$ cat config.mk
export PLATFORM = sky130hd
export DESIGN_NAME = simplez_seq
export DESIGN_NICKNAME = d
export VERILOG_FILES = /design/src/rtl/simplez_seq.sv
export SDC_FILE = /design/constraint.sdc
export NUM_CORES = 1
export LEC_CHECK = 0
export CORE_AREA = 5 5 42 44
export CTS_BUF_LIST = sky130_fd_sc_hd__clkbuf_8
export DETAILED_ROUTE_END_ITERATION = 7
export DIE_AREA = 0 0 47 49
export GPL_TIMING_DRIVEN = 0
export HOLD_SLACK_MARGIN = 0.1
export PLACE_DENSITY = 0.7
export SLEW_MARGIN = 10
export SYNTH_ARGS = -nofsm -noshare
export SYNTH_HDL_FRONTEND = slang
export SYNTH_SLANG_ARGS = --single-unit
$ cat constraint.sdc
create_clock -name clk -period 1.25 [get_ports clk]
set_clock_uncertainty 0.2 [all_clocks]
set_input_delay 0.125 -clock clk [delete_from_list [all_inputs] [get_ports clk]]
set_output_delay 0.125 -clock clk [all_outputs]
set_load 0.02 [all_outputs]
$ cat src/rtl/simplez_seq.sv
// Simplez control sequencer: five-state fetch/decode/execute FSM that updates on the falling clock edge.
// Define SIMPLEZ_WAIT_EN to honour mem_rdy; otherwise every memory state lasts one cycle.
module simplez_seq (
    input  logic       clk,
    input  logic       rstn,
    input  logic [2:0] co,
    input  logic       ac_zero,
    input  logic       mem_rdy,
    output logic       lec,
    output logic       esc,
    output logic       era,
    output logic       incp,
    output logic       ccp,
    output logic       scp,
    output logic       eri,
    output logic       sri,
    output logic       eac,
    output logic       sac,
    output logic       stop,
    output logic [1:0] alu_op,
    output logic [2:0] state
);

    typedef enum logic [2:0] {
        F0  = 3'd0,
        F1  = 3'd1,
        DX  = 3'd2,
        OP  = 3'd3,
        HLT = 3'd4
    } state_t;

    localparam logic [2:0] CO_ST   = 3'd0;
    localparam logic [2:0] CO_LD   = 3'd1;
    localparam logic [2:0] CO_ADD  = 3'd2;
    localparam logic [2:0] CO_BR   = 3'd3;
    localparam logic [2:0] CO_BZ   = 3'd4;
    localparam logic [2:0] CO_CLR  = 3'd5;
    localparam logic [2:0] CO_DEC  = 3'd6;
    localparam logic [2:0] CO_HALT = 3'd7;

    localparam logic [1:0] ALU_PASS  = 2'b00;
    localparam logic [1:0] ALU_ADD   = 2'b01;
    localparam logic [1:0] ALU_DEC   = 2'b10;
    localparam logic [1:0] ALU_CLEAR = 2'b11;

    state_t r_state;
    state_t w_next;
    logic   w_rdy;

`ifdef SIMPLEZ_WAIT_EN
    assign w_rdy = mem_rdy;
`else
    // Zero-wait memory: the handshake input is kept on the port but never consulted.
    logic w_unused_mem_rdy;
    assign w_unused_mem_rdy = mem_rdy;
    assign w_rdy            = 1'b1;
`endif

    always_ff @(negedge clk) begin
        if (!rstn) begin
            r_state <= F0;
        end else begin
            r_state <= w_next;
        end
    end

    assign state = r_state;

    always_comb begin
        w_next = r_state;
        lec    = 1'b0;
        esc    = 1'b0;
        era    = 1'b0;
        incp   = 1'b0;
        ccp    = 1'b0;
        scp    = 1'b0;
        eri    = 1'b0;
        sri    = 1'b0;
        eac    = 1'b0;
        sac    = 1'b0;
        stop   = 1'b0;
        alu_op = ALU_PASS;

        case (r_state)
            F0: begin
                scp    = 1'b1;
                era    = 1'b1;
                w_next = F1;
            end

            // RI load and CP increment share the completing cycle so they fire once per fetch.
            F1: begin
                lec = 1'b1;
                if (w_rdy) begin
                    eri    = 1'b1;
                    incp   = 1'b1;
                    w_next = DX;
                end
            end

            DX: begin
                case (co)
                    CO_CLR: begin
                        eac    = 1'b1;
                        alu_op = ALU_CLEAR;
                        w_next = F0;
                    end
                    CO_DEC: begin
                        eac    = 1'b1;
                        alu_op = ALU_DEC;
                        w_next = F0;
                    end
                    CO_BR: begin
                        sri    = 1'b1;
                        ccp    = 1'b1;
                        w_next = F0;
                    end
                    CO_BZ: begin
                        sri    = ac_zero;
                        ccp    = ac_zero;
                        w_next = F0;
                    end
                    CO_ST, CO_LD, CO_ADD: begin
                        sri    = 1'b1;
                        era    = 1'b1;
                        w_next = OP;
                    end
                    CO_HALT: begin
                        w_next = HLT;
                    end
                endcase
            end

            OP: begin
                case (co)
                    CO_ST: begin
                        esc = 1'b1;
                        sac = 1'b1;
                        if (w_rdy) begin
                            w_next = F0;
                        end
                    end
                    CO_LD: begin
                        lec = 1'b1;
                        if (w_rdy) begin
                            eac    = 1'b1;
                            alu_op = ALU_PASS;
                            w_next = F0;
                        end
                    end
                    CO_ADD: begin
                        lec = 1'b1;
                        if (w_rdy) begin
                            eac    = 1'b1;
                            alu_op = ALU_ADD;
                            w_next = F0;
                        end
                    end
                    // Unreachable while RI is stable; recover to fetch rather than stall.
                    default: begin
                        w_next = F0;
                    end
                endcase
            end

            HLT: begin
                stop = 1'b1;
            end

            default: begin
                w_next = F0;
            end
        endcase

        // Reset silences every control line immediately, not just after the next edge.
        if (!rstn) begin
            lec    = 1'b0;
            esc    = 1'b0;
            era    = 1'b0;
            incp   = 1'b0;
            ccp    = 1'b0;
            scp    = 1'b0;
            eri    = 1'b0;
            sri    = 1'b0;
            eac    = 1'b0;
            sac    = 1'b0;
            stop   = 1'b0;
            alu_op = ALU_PASS;
        end
    end

endmodule

==> out/metrics.yaml <==
run_status:
  status: "complete, but fails checks"
  violations: "negative setup slack"
grt:
  grt_max_degree: 11
  grt_pass1_wl_um: 2118
  antenna_found_initial: 0
  first_global_vias: 453
  grt_overflow: 0
  grt_use_total: 0.1231
logic_synthesis:
  yosysTopAreaCell: "dfxtp_1"
  yosys-top-cells-area: "dfxtp_1 (16%), nand4bb_1 (12%), a211oi_1 (6.2%)"
  synth_edf_count: 0
  async_flop_share: 0
  synth_warnings: 0
  syn_nets: 49
  yosysTopAreaCellShare: 0.1649
  ys_ff_latch: 3
  syn_inst: 42
  yosysMostFrequentCell: "nand4bb_1"
  yosysSeqAreaShare: 0.1649
  synth_area_per_cell_sq_um: 8.669
  ys.flop_type: "dfxtp_1"
  ys_types: 23
  syn_area_sq_um: 364.1
detailed_routing:
  vias: 481
  route.detailed.drc: 0
  drt_iter0_markers: 5
  dr.pass1.iters: 4
  antenna_left: 0
  wl_per_cell_um: 15.50
  avgViaCountPerCell: 4.908
  drt-total-wl_um: 1519
cts:
  tritoncts: "built"
  ctsHoldBuffers: 0
  cts_sinks: 3
  h-tree-depth: 1
  clockBufferDepth: 2
  clkLatencyLatePin_ns: 0.29
  clk_pin_slew_worst_paths_ns: 0.03
  cts_root_buf: "clkbuf_8"
  numCtsBuffers: 3
pwr:
  power.leakage_uw: 0.0004132
  power_density_nw_per_um2: 810.9
  ir_drop_mv: 0.7508
  power_uw: 790.4
sta:
  fin_ws_ns: -1.089
  rsz0062_at_grt: "true"
  final_max_slew_viol_count: 0
  holdWs_ns: 0.3835
  tightest_slew_ns: 0.5760
  slew_headroom: 0.6132
  finalSetupViolations: 19
  hold_viol: 0
  fin_setup_tns_ns: -15.31
finish:
  syn_to_final_growth_pct: 167.7
  diodes: 0
  fin_nets: 90
  drive_gt1_frac: 0.8293
  largest_reg_flops: 3
  utilization: 0.6955
placed_design:
  routabilityCongestion: 0.6752
  io_buffer_count: 19
  pre_cts_slack_ns: -1.363
  dpl.hpwl_um: 791.4
floorplan:
  die_area_sq_um: 2303
  die-width_um: 47
  initial_core_util: 0.2598
  rows: 14
  io_pins: 23
  core_area_sq_um: 1401
  die-height_um: 49
setup_path:
  end_kind: "output port"
  critical_path_arrival_ns: 2.01
  cp-start-kind: "flop"
  crit_type: "flop to output port"
  crit_required_ns: 0.93
  path_max_fanout: 7
job:
  drv_cap: 0
min_path:
  min_path_type: "input port to output port"
[final cells by class]
| type | instances | area [sq um] |
|---|---|---|
| fillers | 109 | 426.7 |
| multi-input cells | 30 | 395.4 |
| repair buffers | 34 | 347.8 |
| plain buffers | 7 | 80.08 |
| flip-flops and latches | 3 | 71.32 |
| clock buffers | 3 | 41.29 |
| well taps | 16 | 20.02 |
| clock inverters | 4 | 15.01 |
| inverters | 1 | 3.754 |
[final timing paths]
check                                      startpoint               endpoint  cells past startpoint  slack (ns)
worst max-delay path            state[1]$_SDFFE_NN0P_              alu_op[1]                      5       -1.09
worst min-delay path                            co[1]                    esc                      3        0.38
worst max register to register  state[0]$_SDFFE_NN0P_  state[1]$_SDFFE_NN0P_                      5       -0.05
worst min register to register  state[2]$_SDFFE_NN0P_  state[1]$_SDFFE_NN0P_                      2        0.43
[layer usage]
layer,GRT usage,vias to the layer above,share of wire
met2,0.1810,22,0.51
met3,0.04059,0,0.056
li1,-,238,-
met1,0.1619,221,0.43
met4,0.04608,0,0
met5,0,-,0
[critical path: stages (launching register included)]
cell and delay [ns]:
dfxtp_4 0.35, buf_12 0.12, buf_12 0.10, nand4bb_4 0.17, nor3b_4 0.22, buf_6 0.14
[per-stage QoR]
stage | cell area [sq um] | std cells
finish | 974.7 | 98
global route | 974.7 | 98
CTS | 844.6 | 92
detailed placement | 680.7 | 77
global placement | 680.7 | 77
floorplan | 470.5 | 42
[cells by family after synthesis]
logic type	after synthesis	synth area share
DFF	3	0.1650
xor gates and xnor gates	2	0.04812
AOI/OAI and AO/OA	9	0.1924
buffers and inverters	9	0.1546
and+or+nand+nor	19	0.4399
[repair_timing]
action | in CTS | in global routing
endpoints found under the setup margin | 19 | 19
setup buffers | 9 | 7
gates cloned | 0 | 0
resized for setup | 98 | 24
pin swaps | 3 | 8
[where the power goes]
group | internal [uW] | switching (uW) | total [uW]
combinational | 201 | 157 | 358
sequential | 102 | 7.96 | 110
clock | 224 | 98.8 | 323
[layout by cell type, fill, tap and decap left out]
cell type | netlist | layout
a211oi_2 | 0 | 3
a21o_4 | 0 | 1
a21oi_2 | 0 | 3
and2_1 | 1 | 1
and2_2 | 1 | 1
and4bb_2 | 1 | 1
buf_12 | 0 | 3
buf_2 | 3 | 1
buf_4 | 3 | 16
buf_6 | 1 | 18
buf_8 | 0 | 2
clkbuf_8 | 0 | 3
clkdlybuf4s50_1 | 0 | 1
dfxtp_4 | 0 | 3
inv_1 | 2 | 4
inv_2 | 0 | 1
nand2b_2 | 0 | 1
nand2b_4 | 0 | 1
nand3_2 | 0 | 1
nand3b_1 | 3 | 3
nand4bb_1 | 4 | 2
nand4bb_2 | 1 | 1
nand4bb_4 | 0 | 2
nor3_4 | 0 | 2
nor3b_4 | 0 | 1
nor4_4 | 0 | 1
o21bai_1 | 1 | 1
o41ai_2 | 1 | 1
or3b_1 | 1 | 1
xnor2_1 | 2 | 1
xnor2_4 | 0 | 1
(Power assumes the default switching activity.)
